File: src/rtl/status_encoder_if.sv
// UART TX byte handshake between status_encoder (master) and the UART transmitter (slave).
interface status_encoder_if;
    logic       o_tx_start;
    logic [7:0] o_tx_data;
    logic       i_tx_done_tick;

    modport master (output o_tx_start, output o_tx_data, input i_tx_done_tick);
    modport slave  (input o_tx_start, input o_tx_data, output i_tx_done_tick);
endinterface

File: src/rtl/status_encoder.sv
// Frames pattern/frequency/control state into a UART byte stream: CMD, pattern, freq (MSB byte first).
// Optional STATUS_ENC_CHECKSUM_EN appends an XOR checksum byte over all preceding frame bytes.
module status_encoder #(
    parameter int         DATA_BIT = 16,
    parameter logic [3:0] CMD_TAG  = 4'hA
) (
    input  logic                clk,
    input  logic                rst,
    input  logic                i_send,
    input  logic [DATA_BIT-1:0] i_output_pattern,
    input  logic [DATA_BIT-1:0] i_freq_pattern,
    input  logic                i_mode,
    input  logic                i_start,
    input  logic                i_stop,
    status_encoder_if.master    tx,
    output logic                o_busy,
    output logic                o_done_tick
);
    localparam int NB = DATA_BIT / 8;
`ifdef STATUS_ENC_CHECKSUM_EN
    localparam int FRAME_LEN = 2 + 2 * NB;
`else
    localparam int FRAME_LEN = 1 + 2 * NB;
`endif
    localparam int IDX_W = $clog2(1 + 2 * NB + 1);
    localparam logic [IDX_W-1:0] LAST_IDX = IDX_W'(FRAME_LEN - 1);

    typedef enum logic [1:0] {S_IDLE, S_LOAD, S_WAIT, S_DONE} state_t;

    state_t              state_q, state_d;
    logic [IDX_W-1:0]    idx_q, idx_d;
    logic [2:0]          flags_q, flags_d;
    logic [DATA_BIT-1:0] pat_q, pat_d;
    logic [DATA_BIT-1:0] freq_q, freq_d;
    logic                tx_start_q, tx_start_d;
    logic [7:0]          tx_data_q, tx_data_d;
    logic                busy_q, busy_d;
    logic                done_tick_q, done_tick_d;

    // Byte idx of the frame; flags = {stop, start, mode}.
    function automatic logic [7:0] frame_byte(
        input logic [IDX_W-1:0]    idx,
        input logic [2:0]          flags,
        input logic [DATA_BIT-1:0] pat,
        input logic [DATA_BIT-1:0] freq
    );
        logic [7:0] b;
`ifdef STATUS_ENC_CHECKSUM_EN
        logic [7:0] chk;
        chk = {CMD_TAG, 1'b0, flags};
`endif
        b = {CMD_TAG, 1'b0, flags};
        for (int k = 0; k < NB; k++) begin
            if (idx == IDX_W'(1 + k))      b = pat[(NB-1-k)*8 +: 8];
            if (idx == IDX_W'(1 + NB + k)) b = freq[(NB-1-k)*8 +: 8];
`ifdef STATUS_ENC_CHECKSUM_EN
            chk = chk ^ pat[(NB-1-k)*8 +: 8] ^ freq[(NB-1-k)*8 +: 8];
`endif
        end
`ifdef STATUS_ENC_CHECKSUM_EN
        if (idx == IDX_W'(1 + 2 * NB)) b = chk;
`endif
        return b;
    endfunction

    // Outputs are registered: tx_start/tx_data are set on the edge entering LOAD,
    // so the byte for the next state is computed here one cycle ahead.
    always_comb begin
        state_d     = state_q;
        idx_d       = idx_q;
        flags_d     = flags_q;
        pat_d       = pat_q;
        freq_d      = freq_q;
        tx_start_d  = 1'b0;
        tx_data_d   = tx_data_q;
        busy_d      = busy_q;
        done_tick_d = 1'b0;
        case (state_q)
            S_IDLE: begin
                if (i_send) begin
                    flags_d    = {i_stop, i_start, i_mode};
                    pat_d      = i_output_pattern;
                    freq_d     = i_freq_pattern;
                    idx_d      = '0;
                    state_d    = S_LOAD;
                    tx_start_d = 1'b1;
                    tx_data_d  = frame_byte(IDX_W'(0), {i_stop, i_start, i_mode},
                                            i_output_pattern, i_freq_pattern);
                    busy_d     = 1'b1;
                end
            end
            S_LOAD: state_d = S_WAIT;
            S_WAIT: begin
                if (tx.i_tx_done_tick) begin
                    if (idx_q == LAST_IDX) begin
                        state_d     = S_DONE;
                        done_tick_d = 1'b1;
                    end else begin
                        idx_d      = idx_q + IDX_W'(1);
                        state_d    = S_LOAD;
                        tx_start_d = 1'b1;
                        tx_data_d  = frame_byte(idx_q + IDX_W'(1), flags_q, pat_q, freq_q);
                    end
                end
            end
            S_DONE: begin
                state_d = S_IDLE;
                busy_d  = 1'b0;
            end
            default: begin
                state_d = S_IDLE;
                idx_d   = '0;
                busy_d  = 1'b0;
            end
        endcase
    end

    always_ff @(posedge clk) begin
        if (rst) begin
            state_q     <= S_IDLE;
            idx_q       <= '0;
            flags_q     <= '0;
            pat_q       <= '0;
            freq_q      <= '0;
            tx_start_q  <= 1'b0;
            tx_data_q   <= 8'h00;
            busy_q      <= 1'b0;
            done_tick_q <= 1'b0;
        end else begin
            state_q     <= state_d;
            idx_q       <= idx_d;
            flags_q     <= flags_d;
            pat_q       <= pat_d;
            freq_q      <= freq_d;
            tx_start_q  <= tx_start_d;
            tx_data_q   <= tx_data_d;
            busy_q      <= busy_d;
            done_tick_q <= done_tick_d;
        end
    end

    assign tx.o_tx_start = tx_start_q;
    assign tx.o_tx_data  = tx_data_q;
    assign o_busy        = busy_q;
    assign o_done_tick   = done_tick_q;
endmodule
File: src/flat_wrapper.sv
// flat-port wrapper written by rule: the top's interface ports become plain ports
module status_encoder_flat 
#(
    parameter int         DATA_BIT = 16,
    parameter logic [3:0] CMD_TAG  = 4'hA
)
  (clk, rst, i_send, i_output_pattern, i_freq_pattern, i_mode, i_start, i_stop, o_busy, o_done_tick, tx_o_tx_start, tx_o_tx_data, tx_i_tx_done_tick);
  status_encoder_if tx_i ();
  input  logic clk;
  input  logic rst;
  input  logic i_send;
  input  logic [DATA_BIT-1:0] i_output_pattern;
  input  logic [DATA_BIT-1:0] i_freq_pattern;
  input  logic i_mode;
  input  logic i_start;
  input  logic i_stop;
  output logic o_busy;
  output logic o_done_tick;
  output wire logic [$bits(tx_i.o_tx_start)-1:0] tx_o_tx_start;
  output wire logic [$bits(tx_i.o_tx_data)-1:0] tx_o_tx_data;
  input wire logic [$bits(tx_i.i_tx_done_tick)-1:0] tx_i_tx_done_tick;
  assign tx_o_tx_start = tx_i.o_tx_start;
  assign tx_o_tx_data = tx_i.o_tx_data;
  assign tx_i.i_tx_done_tick = tx_i_tx_done_tick;
  status_encoder #(.DATA_BIT(DATA_BIT), .CMD_TAG(CMD_TAG)) u_core (.clk(clk), .rst(rst), .i_send(i_send), .i_output_pattern(i_output_pattern), .i_freq_pattern(i_freq_pattern), .i_mode(i_mode), .i_start(i_start), .i_stop(i_stop), .tx(tx_i), .o_busy(o_busy), .o_done_tick(o_done_tick));
endmodule
File: config.mk
export PLATFORM = sky130hd
export DESIGN_NAME = status_encoder_flat
export DESIGN_NICKNAME = d
export VERILOG_FILES = /design/src/rtl/status_encoder_if.sv /design/src/rtl/status_encoder.sv /design/src/flat_wrapper.sv
export SDC_FILE = /design/constraint.sdc
export NUM_CORES = 1
export LEC_CHECK = 0
export ABC_AREA = 1
export CAP_MARGIN = 20
export CORE_MARGIN = 5
export CORE_UTILIZATION = 45
export CTS_BUF_LIST = sky130_fd_sc_hd__clkbuf_16
export CTS_CLUSTER_DIAMETER = 100
export DETAILED_ROUTE_END_ITERATION = 8
export PLACE_DENSITY = 0.75
export SETUP_SLACK_MARGIN = 0.5
export SLEW_MARGIN = 0
export SYNTH_ARGS = -nofsm -noshare
export SYNTH_HDL_FRONTEND = slang
export SYNTH_SLANG_ARGS = --single-unit
File: constraint.sdc
create_clock -name clk -period 1.6 [get_ports clk]
set_input_delay 0.24 -clock clk [delete_from_list [all_inputs] [get_ports clk]]
set_output_delay 0.24 -clock clk [all_outputs]
set_load 0.02 [all_outputs]
# After elaboration in Yosys (flattened, before gate mapping)
# Index checks and enable logic that the tools add are counted.
# op_classes
n_reduce_logical,8
n_bitwise,2
n_eq_ne,11
mux,23
shift,0
n_addsub,1
n_mul,0
magnitude_cmp,0
div,0
# ops
operator,n
2-to-1 mux 8 bit,7
case mux 8 bit (2 select lines),1
2-to-1 mux 3 bit,3
case mux 2 bit (4 select lines),1
equality test 3 x 2 -> 1 bit (second input constant),2
equality test 3 bit (second input constant),2
2-to-1 mux 2 bit,3
inequality test 2 bit (second input constant),3
case mux 3 bit (2 select lines),1
AND reduction 2 bit,3
2-to-1 mux 1 bit,5
equality test 2 bit (second input constant),2
case mux 1 bit (2 select lines),2
AND reduction 4 bit,1
nonzero test 2 bit,2
adder 3 x 1 -> 3 bit (second input constant),1
equality test 3 x 1 -> 1 bit (second input constant),1
OR reduction 3 bit,1
equality test 2 x 1 -> 1 bit (second input constant),1
logical NOT 2 bit,1
NOT 1 bit,2
# totals
elab_cells,54
latchBits,0
mem_bits_rw,0
mem_count,0
output_inout_bits,11
regBits,51
rom_bits,0

# Logic depth before layout (Yosys ltp)
# Gate-level depths: netlist of the first run.
# logic_depth
depth_word,9
ltp_mapped,11

# Least setup slack after synthesis of the first run
# OpenSTA, ideal clock, no wires.
# synth_timing
kind,flip-flop to flip-flop
start,register u_core.idx_q[0]
end,"register u_core.tx_data_q[1], in the netlist u_core.tx.o_tx_data[1]"
required_ns,1.530
path_stages_with_launch,12
n_path_buf,2
arrival_time_ns,1.504
path_slack_ns,0.026
path_cell_list,dfxtp_1 ha_1 ha_1 buf_4 nand2_1 buf_4 nor2_1 nor2_1 nand2_1 nand2_1 nand2_1 a21oi_1
# synth_via
elab_chain_cells,9
word_cells_on_any_way,15
cone_classes,1 x add/sub; 6 x eq/ne; 7 x mux; 1 x reduce/logical
# synth_lines
element,line_no,source
start: declaration,status_encoder.sv:31,"logic [IDX_W-1:0] idx_q, idx_d;"
start signal: assignment,status_encoder.sv:131,idx_q <= idx_d;
adder 3 x 1 -> 3 bit,status_encoder.sv:102,"tx_data_d = frame_byte(idx_q + IDX_W'(1), flags_q, pat_q, freq_q);"
equality test 3 x 1 -> 1 bit,status_encoder.sv:54,if (idx == IDX_W'(1 + k)) b = pat[(NB-1-k)*8 +: 8];
2-to-1 mux 8 bit,status_encoder.sv:54,
2-to-1 mux 8 bit,status_encoder.sv:55,if (idx == IDX_W'(1 + NB + k)) b = freq[(NB-1-k)*8 +: 8];
2-to-1 mux 8 bit,status_encoder.sv:54,
2-to-1 mux 8 bit,status_encoder.sv:55,
2-to-1 mux 8 bit,status_encoder.sv:95,if (idx_q == LAST_IDX) begin
2-to-1 mux 8 bit,status_encoder.sv:94,if (tx.i_tx_done_tick) begin
case mux 8 bit (2 select lines),status_encoder.sv:78,case (state_q)
end signal: assignment,status_encoder.sv:136,tx_data_q <= tx_data_d;
end: declaration,status_encoder.sv:36,"logic [7:0] tx_data_q, tx_data_d;"
# Parallel ways exist; a longest one is shown, timed or not. The select of a mux whose other input is x is not followed.
# A chain may end at the register's enable or synchronous reset.

# Worst setup path in the final report of the first run
# layout_timing
start,register u_core.idx_q[0]
end,"register u_core.tx_data_q[7], in the netlist u_core.tx.o_tx_data[7]"
# The elaborated chain is that of the path after synthesis.

==> metrics.txt, run 1 <==
outcome finished with violations; failing checks setup timing; CP Cell Sequence ha_4, ha_4, nand2_2, o21ai_0, nand3_1, nand2_1, a21oi_1; DP Wirelength 3990 um; largest net degree at the start of global routing 33; hold slack 0.459 ns; critical path type register to register; Rel. slew slack 0.813; share of cells above drive strength 1 0.300; hold bufs inserted after CTS 0; drc violations 0; Initial DRT Pass Iterations 4; Clk Latency, worst-skew pair 0.29 ns; post-synth top area share 0.443; Tightest Hold Check Type register to register; post-synth net total 364; crit share post-route 1.03; Port Buffers 49; worst hold start u_core.freq_q[2]; Post-DRT Antenna Nets 0; Post-synth EDFFs 0; clk sinks 51; cell family with the largest share of critical-path delay adder cells; Final Skew 0.00415 ns; Area Overhead vs Synth 57.6%; initial antenna violation count 0; max incr delay on CP 0.37 ns; full die area 6650 um^2; top cells by count, synth nor2_1, dfxtp_1, o21ai_0; total vias in the final route 2438; Core Box Area 5040 um^2; Worst-Margin Slew 0.281 ns; Pwr Density 992 nW/um^2; Initial Utilization 0.457; CP Data Required Time 1.78 ns; top_reg_cell synth dfxtp_1; Buf+Inv Stages, Crit Path 0; num rows 26; endpoints failing hold 0; RSZ-0062 raised after global routing yes; vias in the first global route 2260; area post-placement 2890 um^2; total wire length 7550 um; wire per inst 16.5 um; Ys Warns 0; placed cell count 430; io pins 50; Synth Register Bits 51; fraction of registers with async set/reset 0; crit path DAT 1.82 ns; CTS Buf Count 5; max cap viols 0; vias per cell 5.33; Final min period 1.65 ns; first-pass GRT wire length 10500 um; Starting DRT DRC Count 213; Max Buffers Root-to-Sink 2; crit path from u_core.idx_q[0]; Pins Over Slew Limit 0; total gr overflow 0; post-synth design cell area 2300 um^2; Final setup viols 2; design area 3630 um^2; Peak Freq 606 MHz; CP max FO 6; CTS clk-pin slew, worst paths 0.06 ns; Crit path top cell by count ha_4; Ant. Diodes 0; CTS tree built; post-synthesis cell type count 21; top cells by area, synth dfxtp_1, nor2_1, o21ai_0; most frequent cell after synthesis nor2_1; nets 430; CTS H-tree lvls 2; clock root buffer clkbuf_16; non-filler cells, final 457; die height 81.5 um; sequential area share after synthesis 0.443; die width 81.5 um; Slowest-stage cell, CP ha_4; IR drop worst, VDD 552 uV; mean post-synth cell area 7.19 um^2; CP startpoint kind register; worst r2r src u_core.idx_q[0]; Setup WS post-layout -0.0495 ns; Mapped Cells 320; Leak Pwr 1.51 nW; GRT Util Overall 0.209; cell taking the most area after synthesis dfxtp_1; global placement routability congestion 0.804; CP endpoint kind register
==> registers in the layout, summed over array words and instances (netlist names) <==
signal and cells:
u_core.idx_q 3, u_core.tx.o_tx_data 8, u_core.flags_q 3, u_core.state_q 2, u_core.freq_q 16, u_core.tx.o_tx_start 1
u_core.pat_q 16, u_core.o_done_tick 1, u_core.o_busy 1
==> cell type report <==
class	instances	area, um^2
Clock buffer	5	125
Clock inverter	3	38.8
Fill cell	370	1410
Inverter	34	150
Multi-Input combinational cell	218	1330
Sequential cell	51	1030
Tap cell	70	87.6
Timing Repair Buffer	76	863
==> cells in the final DEF, fill, tap and decap left out, types with 3 or more instances in the layout <==
master	n
dfxtp_1	46
nor2_1	43
nand2_1	38
clkdlybuf4s50_1	38
o21ai_1	30
inv_1	26
a21oi_1	23
o21ai_2	12
nor2_4	11
o21ai_0	11
nand3_1	11
buf_2	11
a21oi_2	10
nor2_2	9
buf_6	8
clkbuf_16	6
buf_4	6
inv_2	5
nand3_2	5
buf_16	4
buf_12	4
nand2_4	3
ha_4	3
buf_8	3
dfxtp_4	3
==> worst paths after layout <==
path,depth (start not counted),endpoint,slack [ns]
hold / removal,2,u_core.freq_q[2],0.46
setup / recovery,7,u_core.tx.o_tx_data[7],-0.05
hold reg to reg,2,u_core.freq_q[2],0.46
setup reg to reg,7,u_core.tx.o_tx_data[7],-0.05
==> where the power goes <==
| group | leakage, nW | switching [mW] | internal, mW |
|---|---|---|---|
| clock | 0.0812 | 0.444 | 0.729 |
| combinational | 1.01 | 0.491 | 0.460 |
| sequential | 0.425 | 0.0861 | 1.39 |
==> per-stage QoR <==
step | worst slack, ns | util | power (mW) | TNS [ns]
floorplan | 0.151 | - | 1.86 | 0
global placement | 0.0930 | 0.574 | 2.08 | 0
detailed placement | 0.0222 | 0.574 | 2.09 | 0
CTS | 0.0951 | 0.672 | 3.45 | 0
global route | -0.0808 | 0.720 | 3.75 | -0.292
finish | -0.0495 | 0.720 | 3.60 | -0.0689
==> layer usage <==
| layer | wire length [um] | global-route usage |
|---|---|---|
| met5 | 0 | 0 |
| met1 | 2890 | 0.247 |
| met3 | 516 | 0.0439 |
| met4 | 331 | 0.0878 |
| met2 | 3810 | 0.366 |
==> worst min-delay path, cell delays in order, from the launching register on <==
cell	delay [ns]
dfxtp_1	0.30
inv_1	0.07
a21oi_1	0.06
==> timing repair <==
| item | 4_1_cts | 5_1_grt |
|---|---|---|
| resized for setup | 114 | 59 |
| pin swaps | 16 | 10 |
| setup endpoints to repair | 56 | 52 |
| buffers inserted | 11 | 1 |
| gates cloned | 5 | 2 |
==> cells by family after synthesis <==
family                     Yosys count  share of synthesized area
AOI/OAI and AO/OA                   87                      0.189
adders and majority gates            5                     0.0272
buffers and inverters               51                      0.107
DFF                                 51                      0.443
and+or+nand+nor                    126                      0.233
No activity file was read; power rests on OpenSTA's default activity.
==> run 2: changes to the inputs <==
Settings changed: CTS_BUF_LIST sky130_fd_sc_hd__clkbuf_16 to default, TNS_END_PERCENT from default to 5.
==> run 2 against run 1 <==
Compared with the run above:
- the run now ends clean
- flip-flop and latch count unchanged
- power down 19%
- sequential power about the same
- wire length down 27%
- combinational power down 33%
- clock power down 31%
- critical path depth up 2
- design area down 16%
- count of clock-buffer cells in the layout up 3
- first-iteration DRC count down 33%
- critical path type unchanged
==> metrics.txt, run 2 (synthesized netlist as in run 1, its figures left out) <==
outcome finished, final reports clean; Final Skew 0.00475 ns; CTS H-tree lvls 2; Setup WS post-layout 0.0610 ns; vias per cell 4.84; most frequent cells in the layout nor2_1, dfxtp_1, o21ai_0; largest net degree at the start of global routing 47; total vias in the final route 2114; hold bufs inserted after CTS 0; Max Buffers Root-to-Sink 2; Final setup viols 0; M1 WL 2530 um; IR drop worst, VDD 608 uV; Tightest Hold Check Type register to register; CTS Buf Count 5; die width 81.5 um; worst hold start u_core.pat_q[6]; first-pass GRT wire length 9020 um; clk sinks 51; io pins 50; total gr overflow 0; wire per inst 12.6 um; setup slack after placement 0.00197 ns; Post-DRT Antenna Nets 0; DR top layer met4; Pwr Density 953 nW/um^2; Initial DRT Pass Iterations 4; CP max FO 8; CP startpoint kind register; die height 81.5 um; initial antenna violation count 0; Worst-Margin Slew 0.237 ns; Port Buffers 49; Pins Over Slew Limit 0; crit share post-route 0.962; Final min period 1.54 ns; Clk Latency, worst-skew pair 0.31 ns; endpoints failing hold 0; Area Overhead vs Synth 32.5%; GRT Util Overall 0.177; CTS clk-pin slew, worst paths 0.09 ns; worst r2r src u_core.idx_q[1]; Rel. slew slack 0.840; non-filler cells, final 437; setup_tns 0 ns; Initial Utilization 0.457; Core Box Area 5040 um^2; Starting DRT DRC Count 143; reg2reg end u_core.tx.o_tx_data[6]; critical path type register to register; worst reg-to-reg setup slack 0.06 ns; DP Wirelength 4020 um; vias in the first global route 2091; met2 wire len 2650 um; num rows 26; final core utilization 0.605; placed cell count 428; clock root buffer clkbuf_8; Peak Freq 650 MHz; full die area 6650 um^2; total wire length 5530 um; CTS tree built; overall power 2.91 mW; drc violations 0; crit path DAT 1.79 ns; commonest non-fill, non-tap cell in the layout nor2_1; RSZ-0062 raised after global routing yes; Leak Pwr 1.27 nW; share of cells above drive strength 1 0.150; max cap viols 0; Ant. Diodes 0; nets 410; global placement routability congestion 0.877; worst-case reg-to-reg path depth 9; Hold Path Depth 2; CP Data Required Time 1.85 ns; Min-Delay Endpoint u_core.pat_q[6]; CP endpoint kind register; met3 wire len 242 um
run 2: cell types whose count changed in the layout (fill, tap and decap cells not counted), moves of 8 or more:
cell / previous run / this run
o21ai_1: 30 / 11
o21ai_2: 12 / 1
buf_2: 11 / 2
o21ai_0: 11 / 41
nor2_4: 11 / 1
nor2_2: 9 / 1
nor2_1: 43 / 61
run 2: repair_timing:
item,in CTS,in global routing
setup buffers,1,0
setup endpoints to repair,60,61
pin swaps,1,8
resized for setup,12,70
endpoints found under the hold margin,0,0
run 2: final cells by class:
| class | count | area, um^2 |
|---|---|---|
| clock buffer | 8 | 100 |
| fill | 485 | 1990 |
| inverter | 34 | 145 |
| multi-input combinational | 218 | 1140 |
| sequential | 51 | 1030 |
| tap | 70 | 87.6 |
| timing repair buffer | 56 | 548 |
run 2: routing by layer:
metal	GRT usage	vias up
li1	-	1115
met1	0.216	946
met2	0.297	44
met3	0.0395	9
met4	0.0743	0
met5	0	-
run 2: worst max path at each step:
stage	start	to	slack, ns	cells past startpoint
2_1_floorplan	u_core.idx_q[1]	u_core.tx.o_tx_data[1]	0.15	11
3_3_place_gp	u_core.idx_q[1]	u_core.tx.o_tx_data[0]	0.09	9
4_1_cts	u_core.idx_q[0]	u_core.tx.o_tx_data[1]	0.10	10
6_report	u_core.idx_q[1]	u_core.tx.o_tx_data[6]	0.06	9
3_5_place_dp	u_core.idx_q[1]	u_core.tx.o_tx_data[1]	0.002	9
5_1_grt	u_core.idx_q[1]	u_core.tx.o_tx_data[3]	-0.02	9
run 2: stage by stage:
step	hold slack [ns]	cell area, um^2
2_1_floorplan	0.302	2350
3_3_place_gp	0.443	2850
3_5_place_dp	0.447	2850
4_1_cts	0.460	2960
5_1_grt	0.489	3050
6_report	0.466	3050
run 2: critical path, cell delays in order, from the launching register on:
cell	delay [ns]
dfxtp_4	0.37
ha_4	0.16
ha_4	0.37
buf_6	0.13
nand3_2	0.06
nand2_1	0.07
nand3_1	0.07
nand2_1	0.09
nand2_2	0.06
a21oi_2	0.10
run 2: power breakdown:
part,switching (mW),internal (mW)
logic,0.357,0.285
clock network,0.415,0.395
registers,0.0666,1.39
total,0.839,2.07
